**config.mk**
```make
export PLATFORM = sky130hd
export DESIGN_NAME = cache_fill_fsm_flat
export DESIGN_NICKNAME = d
export VERILOG_FILES = /design/src/rtl/cache_pkg.sv /design/src/rtl/cache_fill_fsm_if.sv /design/src/rtl/cache_fill_fsm_word_counter.sv /design/src/rtl/cache_fill_fsm.sv /design/src/flat_wrapper.sv
export SDC_FILE = /design/constraint.sdc
export NUM_CORES = 1
export LEC_CHECK = 0
export ABC_CLOCK_PERIOD_IN_PS = 1750
export CAP_MARGIN = 10
export CORE_UTILIZATION = 36
export DETAILED_ROUTE_END_ITERATION = 10
export PLACE_DENSITY = 0.88
export SYNTH_ARGS = -nofsm -noshare
export SYNTH_HDL_FRONTEND = slang
export SYNTH_SLANG_ARGS = --single-unit
```
**constraint.sdc**
```tcl
create_clock -name clk -period 1.75 [get_ports clk]
set_clock_uncertainty 0.1 [all_clocks]
set_input_delay 0.175 -clock clk [delete_from_list [all_inputs] [get_ports clk]]
set_output_delay 0.175 -clock clk [all_outputs]
set_load 0.05 [all_outputs]
```
**src/rtl/cache_pkg.sv**
```systemverilog
// Shared definitions for the cache miss fill controller: geometry, state
// encoding and block address helpers.
package cache_pkg;

    localparam int unsigned ADDR_W      = 16;
    localparam int unsigned DATA_W      = 16;
    localparam int unsigned WORDS       = 8;   // must be a power of 2
    localparam int unsigned WORD_BYTES  = 2;
    localparam int unsigned CNT_W       = $clog2(WORDS);
    localparam int unsigned OFFSET_BITS = $clog2(WORDS * WORD_BYTES);

    // Clears the byte-within-block bits of an address
    localparam logic [ADDR_W-1:0] BLOCK_MASK = ~ADDR_W'((1 << OFFSET_BITS) - 1);

    typedef enum logic [1:0] {
        IDLE  = 2'b00,
        FILL  = 2'b01,
        DRAIN = 2'b10,
        DONE  = 2'b11
    } fill_state_t;

    // Block-aligned base of a byte address
    function automatic logic [ADDR_W-1:0] block_base(input logic [ADDR_W-1:0] addr);
        return addr & BLOCK_MASK;
    endfunction

    // Byte address of word idx within the block at base (wraps modulo 2^ADDR_W)
    function automatic logic [ADDR_W-1:0] word_addr(input logic [ADDR_W-1:0] base,
                                                    input logic [CNT_W-1:0]  idx);
        return base + ADDR_W'(ADDR_W'(idx) * ADDR_W'(WORD_BYTES));
    endfunction

endpackage

```
**src/rtl/cache_fill_fsm_if.sv**
```systemverilog
// Bus bundle between the fill controller and its cache/memory environment.
//   master: the fill controller (consumes miss/memory returns, drives
//           memory requests, array writes and the stall)
//   slave : the cache pipeline / memory / array side
interface cache_fill_fsm_if;
    import cache_pkg::*;

    logic                miss_detected;
    logic [ADDR_W-1:0]   miss_address;
    logic                memory_data_valid;
    logic [DATA_W-1:0]   memory_data;
    logic                fsm_busy;
    logic                memory_en;
    logic [ADDR_W-1:0]   memory_address;
    logic                write_data_array;
    logic                write_tag_array;
    logic [CNT_W-1:0]    data_word_offset;
    logic [DATA_W-1:0]   data_out;
    logic                fill_done;

    modport master (
        input  miss_detected, miss_address, memory_data_valid, memory_data,
        output fsm_busy, memory_en, memory_address, write_data_array,
               write_tag_array, data_word_offset, data_out, fill_done
    );

    modport slave (
        output miss_detected, miss_address, memory_data_valid, memory_data,
        input  fsm_busy, memory_en, memory_address, write_data_array,
               write_tag_array, data_word_offset, data_out, fill_done
    );

endinterface

```
**src/rtl/cache_fill_fsm_word_counter.sv**
```systemverilog
// Word index counter: W-bit register with synchronous clear, increment
// enable and a terminal-count flag; wraps naturally.
//   clk, rst : clock, asynchronous active-high reset
//   clr      : synchronous clear (wins over inc)
//   inc      : increment enable
//   count    : current value
//   tc_c     : count is at its all-ones terminal value (combinational)
module word_counter #(
    parameter int unsigned W = 3
) (
    input  logic         clk,
    input  logic         rst,
    input  logic         clr,
    input  logic         inc,
    output logic [W-1:0] count,
    output logic         tc_c
);

    always_ff @(posedge clk or posedge rst) begin
        if (rst) begin
            count <= '0;
        end else if (clr) begin
            count <= '0;
        end else if (inc) begin
            count <= count + W'(1);
        end
    end

    assign tc_c = (count == {W{1'b1}});

endmodule

```
**src/rtl/cache_fill_fsm.sv**
```systemverilog
// Cache miss fill controller. On a miss it issues WORDS back-to-back reads
// for the missing block, writes each returned word to the data array, writes
// the tag with the last word and stalls the pipeline until the fill is done.
// Ports: clk, rst (async active-high) and the master side of
// cache_fill_fsm_if (miss in, memory request/return, array writes, stall,
// fill_done).
// Optional FILL_PERF_CNT_EN adds saturating 16-bit fill_count (completed
// fills) and fill_cycles (cycles with fsm_busy high) outputs.
module cache_fill_fsm
    import cache_pkg::*;
(
    input  logic             clk,
    input  logic             rst,
    cache_fill_fsm_if.master bus
`ifdef FILL_PERF_CNT_EN
    ,
    output logic [15:0]      fill_count,
    output logic [15:0]      fill_cycles
`endif
);

    fill_state_t       state_q, state_d;
    logic [ADDR_W-1:0] base_q;
    logic              base_load;

    logic              cnt_clr;
    logic              issue_inc, issue_tc;
    logic [CNT_W-1:0]  issue_cnt;
    logic              ret_inc, ret_tc;
    logic [CNT_W-1:0]  ret_cnt;

    logic              busy_c, mem_en_c, wr_data_c, wr_tag_c, done_c;
    logic [ADDR_W-1:0] mem_addr_c;
    logic [CNT_W-1:0]  offset_c;

    // Request index within the block
    word_counter #(.W(CNT_W)) u_issue_cnt (
        .clk   (clk),
        .rst   (rst),
        .clr   (cnt_clr),
        .inc   (issue_inc),
        .count (issue_cnt),
        .tc_c  (issue_tc)
    );

    // Returned word index within the block
    word_counter #(.W(CNT_W)) u_ret_cnt (
        .clk   (clk),
        .rst   (rst),
        .clr   (cnt_clr),
        .inc   (ret_inc),
        .count (ret_cnt),
        .tc_c  (ret_tc)
    );

    // State register
    always_ff @(posedge clk or posedge rst) begin
        if (rst) begin
            state_q <= IDLE;
        end else begin
            state_q <= state_d;
        end
    end

    // Block base latched only when a miss is accepted in IDLE
    always_ff @(posedge clk or posedge rst) begin
        if (rst) begin
            base_q <= '0;
        end else if (base_load) begin
            base_q <= block_base(bus.miss_address);
        end
    end

    // Next state and outputs
    always_comb begin
        state_d    = state_q;
        base_load  = 1'b0;
        cnt_clr    = 1'b0;
        issue_inc  = 1'b0;
        ret_inc    = 1'b0;
        busy_c     = 1'b0;
        mem_en_c   = 1'b0;
        mem_addr_c = '0;
        wr_data_c  = 1'b0;
        wr_tag_c   = 1'b0;
        offset_c   = '0;
        done_c     = 1'b0;

        case (state_q)
            IDLE: begin
                // Stall in the miss cycle itself
                busy_c = bus.miss_detected;
                if (bus.miss_detected) begin
                    base_load = 1'b1;
                    cnt_clr   = 1'b1;
                    state_d   = FILL;
                end
            end
            FILL: begin
                busy_c     = 1'b1;
                mem_en_c   = 1'b1;
                mem_addr_c = word_addr(base_q, issue_cnt);
                issue_inc  = 1'b1;
                if (issue_tc) begin
                    state_d = DRAIN;
                end
            end
            DRAIN: begin
                busy_c = 1'b1;
            end
            DONE: begin
                done_c  = 1'b1;
                state_d = IDLE;
            end
            default: begin
                state_d = IDLE;
            end
        endcase

        // Returns are accepted while the fill is outstanding; the last one
        // finishes the fill even if requests are still being issued.
        if ((state_q == FILL || state_q == DRAIN) && bus.memory_data_valid) begin
            wr_data_c = 1'b1;
            offset_c  = ret_cnt;
            ret_inc   = 1'b1;
            if (ret_tc) begin
                wr_tag_c = 1'b1;
                state_d  = DONE;
            end
        end
    end

    assign bus.fsm_busy         = busy_c;
    assign bus.memory_en        = mem_en_c;
    assign bus.memory_address   = mem_addr_c;
    assign bus.write_data_array = wr_data_c;
    assign bus.write_tag_array  = wr_tag_c;
    assign bus.data_word_offset = offset_c;
    assign bus.data_out         = bus.memory_data;
    assign bus.fill_done        = done_c;

`ifdef FILL_PERF_CNT_EN
    // Saturating fill statistics
    always_ff @(posedge clk or posedge rst) begin
        if (rst) begin
            fill_count  <= '0;
            fill_cycles <= '0;
        end else begin
            if (done_c && fill_count != 16'hFFFF) begin
                fill_count <= fill_count + 16'd1;
            end
            if (busy_c && fill_cycles != 16'hFFFF) begin
                fill_cycles <= fill_cycles + 16'd1;
            end
        end
    end
`endif

endmodule

```
**src/flat_wrapper.sv**
```systemverilog
// flat-port wrapper written by rule: the top's interface ports become plain ports
module cache_fill_fsm_flat import cache_pkg::*;
  (clk, rst, bus_miss_detected, bus_miss_address, bus_memory_data_valid, bus_memory_data, bus_fsm_busy, bus_memory_en, bus_memory_address, bus_write_data_array, bus_write_tag_array, bus_data_word_offset, bus_data_out, bus_fill_done);
  cache_fill_fsm_if bus_i ();
  input  logic clk;
  input  logic rst;
  input wire logic [$bits(bus_i.miss_detected)-1:0] bus_miss_detected;
  input wire logic [$bits(bus_i.miss_address)-1:0] bus_miss_address;
  input wire logic [$bits(bus_i.memory_data_valid)-1:0] bus_memory_data_valid;
  input wire logic [$bits(bus_i.memory_data)-1:0] bus_memory_data;
  output wire logic [$bits(bus_i.fsm_busy)-1:0] bus_fsm_busy;
  output wire logic [$bits(bus_i.memory_en)-1:0] bus_memory_en;
  output wire logic [$bits(bus_i.memory_address)-1:0] bus_memory_address;
  output wire logic [$bits(bus_i.write_data_array)-1:0] bus_write_data_array;
  output wire logic [$bits(bus_i.write_tag_array)-1:0] bus_write_tag_array;
  output wire logic [$bits(bus_i.data_word_offset)-1:0] bus_data_word_offset;
  output wire logic [$bits(bus_i.data_out)-1:0] bus_data_out;
  output wire logic [$bits(bus_i.fill_done)-1:0] bus_fill_done;
  assign bus_i.miss_detected = bus_miss_detected;
  assign bus_i.miss_address = bus_miss_address;
  assign bus_i.memory_data_valid = bus_memory_data_valid;
  assign bus_i.memory_data = bus_memory_data;
  assign bus_fsm_busy = bus_i.fsm_busy;
  assign bus_memory_en = bus_i.memory_en;
  assign bus_memory_address = bus_i.memory_address;
  assign bus_write_data_array = bus_i.write_data_array;
  assign bus_write_tag_array = bus_i.write_tag_array;
  assign bus_data_word_offset = bus_i.data_word_offset;
  assign bus_data_out = bus_i.data_out;
  assign bus_fill_done = bus_i.fill_done;
  cache_fill_fsm u_core (.clk(clk), .rst(rst), .bus(bus_i));
endmodule
```
==> metrics <==
initial antenna violation count 0; detailed-route wire length per cell 14.23 microns; gpl congestion 0.6697; Hold Fails Final Rpt 0; htree depth 1; grt total ovfl 0; PwrDens 1974 nW/um^2; Cells after Synth 113; initial core utilization 38.63%; Worst Setup Slack, final -0.01748 ns; R2R depth 5; gr usage total 16.58%; drt first-iter violations 7; Seq/Total Area, Yosys 41.75%; Core Area 3103 sq um; total power 3.685 mW; critical path arrival 1.49 ns; #FFs+latches synth 20; WL final 2618 microns; die area 3564 sq um; Residual DRC 0; # setup viols final 8; global route hottest layer met2; CTS Buffer Depth 2; Detail Route Antenna Nets 0; Synth Cell Area 1199 sq um; DP HPWL 1895 microns; status finished with violations; CP endpoint kind primary output; number of antenna diodes 0; fmax 565.8 MHz; first-pass GRT wire length 4312 microns; share of cells above drive strength 1 52.14%; met2 Track Usage GR 28.73%; RSZ-0062 raised after global routing yes; WS Path Type reg2out; clock tree sinks 20; Pre-antenna DRT Iters 3; hold crit path type in2async; Lkg Pwr 0.8393 nW; routed via count 854; site row count 20; synthesis-to-finish area growth 55.74%; grt met1 use 18.54%; grt met3 use 4.545%; Worst EP required 1.47 ns; io pins 76; Clock transition at path regs 0.12 ns; largest net degree at the start of global routing 22; # nets final 185; post-layout util 60.16%; # Max-Cap Violations 0; clock insertion delay at the later pin of the skew report 0.31 ns; CTS Hold Bufs 0; Cell variety after synth 24; vias in the first global route 964; Root Driver clkbuf_4; period utilization 101.0%; failing checks negative setup slack; Vias/cell 4.641; Pins Over Slew Limit 0; mean post-synth cell area 10.61 sq um; Final Critical Period 1.767 ns; TritonCTS buffer count 3; Synth Warn # 0; Die Span X 59.70 microns; Die Ht 59.70 microns; CP Launch Type flop; Synthesized Nets 157; CP max FO 21; CTS tree done; VDD IR-drop max 1.071 mV; port buffer count 38
[cells in the mapped netlist]
library cell	count	area share [%]
mux2i_1	2	1.7
inv_1	8	2.5
xnor2_1	1	0.73
o21ai_0	2	0.84
a31oi_1	2	1.0
mux2_2	9	8.5
and2_1	15	7.8
clkbuf_1	1	0.31
conb_1	1	0.31
dfrtp_1	20	42
buf_6	1	0.94
buf_4	17	11
nand2_1	3	0.94
nor2_1	6	1.9
buf_2	1	0.42
a211oi_1	2	1.3
and3_1	3	1.6
xor2_1	1	0.73
mux2_4	3	3.8
ha_1	8	8.4
nand3_1	3	1.3
buf_8	1	1.3
and2_4	1	0.73
a21oi_1	2	0.84
[what timing repair did]
item                                   CTS  global route
pin swaps                                1             0
endpoints found under the hold margin    0             0
setup endpoints to repair               22            31
gates resized for setup                  7             9
buffers inserted                         4             0
[worst paths after layout]
check	from	endpoint	slack, ns
min	rst	u_core.base_q[4]	0.09
min in group clk	bus_memory_data[15]	bus_data_out[15]	0.25
max in group asynchronous	rst	u_core.u_ret_cnt.count[2]	1.24
max	u_core.state_q[0]	bus_memory_address[7]	-0.02
min reg2reg	u_core.base_q[9]	u_core.base_q[9]	0.42
max reg2reg	u_core.state_q[0]	u_core.base_q[8]	0.13
[layout make-up]
type	count	area, sq um
Timing Repair Buffer	44	659.4
Sequential cell	20	500.5
Inverter	8	30.03
Multi-Input combinational cell	64	585.6
Tap cell	44	55.05
Fill cell	264	1236
Clock buffer	4	36.28
[state kept, by name, indices dropped and copies added (netlist names)]
register,count
u_core.base_q,12
u_core.state_q,2
u_core.u_issue_cnt.count,3
u_core.u_ret_cnt.count,3
[stage by stage]
stage               instance area, sq um  TNS [ns]  setup slack [ns]  std cells  hold slack, ns
detailed placement                  1745         0           0.03507        176          0.2503
global placement                    1745         0            0.1181        176          0.2503
finish                              1867  -0.09729          -0.01748        184         0.09418
CTS                                 1838   -0.1033          -0.01516        184          0.1005
global route                        1867    -1.224          -0.07562        184          0.1504
floorplan                           1227         0           0.08361        113         0.03883
[power by group]
part	switching (mW)	internal, mW	total (mW)
Sequential	0.115	0.664	0.779
Clock	0.152	0.127	0.280
Combinational	1.32	1.31	2.63
[cells in the final DEF, fill, tap and decap left out, types with 2 or more instances in the layout]
master | Yosys | final
buf_12 | 0 | 23
dfrtp_1 | 20 | 20
clkdlybuf4s50_1 | 0 | 15
and2_2 | 0 | 12
mux2_2 | 9 | 9
ha_1 | 8 | 6
inv_1 | 8 | 5
buf_4 | 17 | 5
and2_4 | 1 | 4
nor2_1 | 6 | 4
mux2_4 | 3 | 3
inv_2 | 0 | 3
and3_4 | 0 | 3
clkbuf_4 | 0 | 3
a211oi_1 | 2 | 2
a31oi_1 | 2 | 2
o21ai_0 | 2 | 2
nand3_1 | 3 | 2
nand2_1 | 3 | 2
a21oi_1 | 2 | 2
mux2i_1 | 2 | 2
ha_4 | 0 | 2
[logic make-up after synthesis]
| logic type | share of synthesized area, % |
|---|---|
| buffers and inverters | 16.07 |
| and+or+nand+nor | 14.20 |
| adders and majority gates | 8.351 |
| muxes | 13.88 |
| other | 0.3129 |
| xor gates and xnor gates | 1.462 |
| AOI/OAI and AO/OA | 3.966 |
| DFF | 41.75 |
[worst max-delay path, stage by stage (launching register included)]
cell and delay, ns:
dfrtp_1 0.41, buf_4 0.16, ha_4 0.22, and2_2 0.23, buf_12 0.15
[layer usage]
metal | part of all wire [%] | routed length, microns
met1 | 36 | 935
met2 | 53 | 1396
met3 | 9.2 | 242
met4 | 1.7 | 44
met5 | 0 | 0
Power figures use the tool's default switching activity.
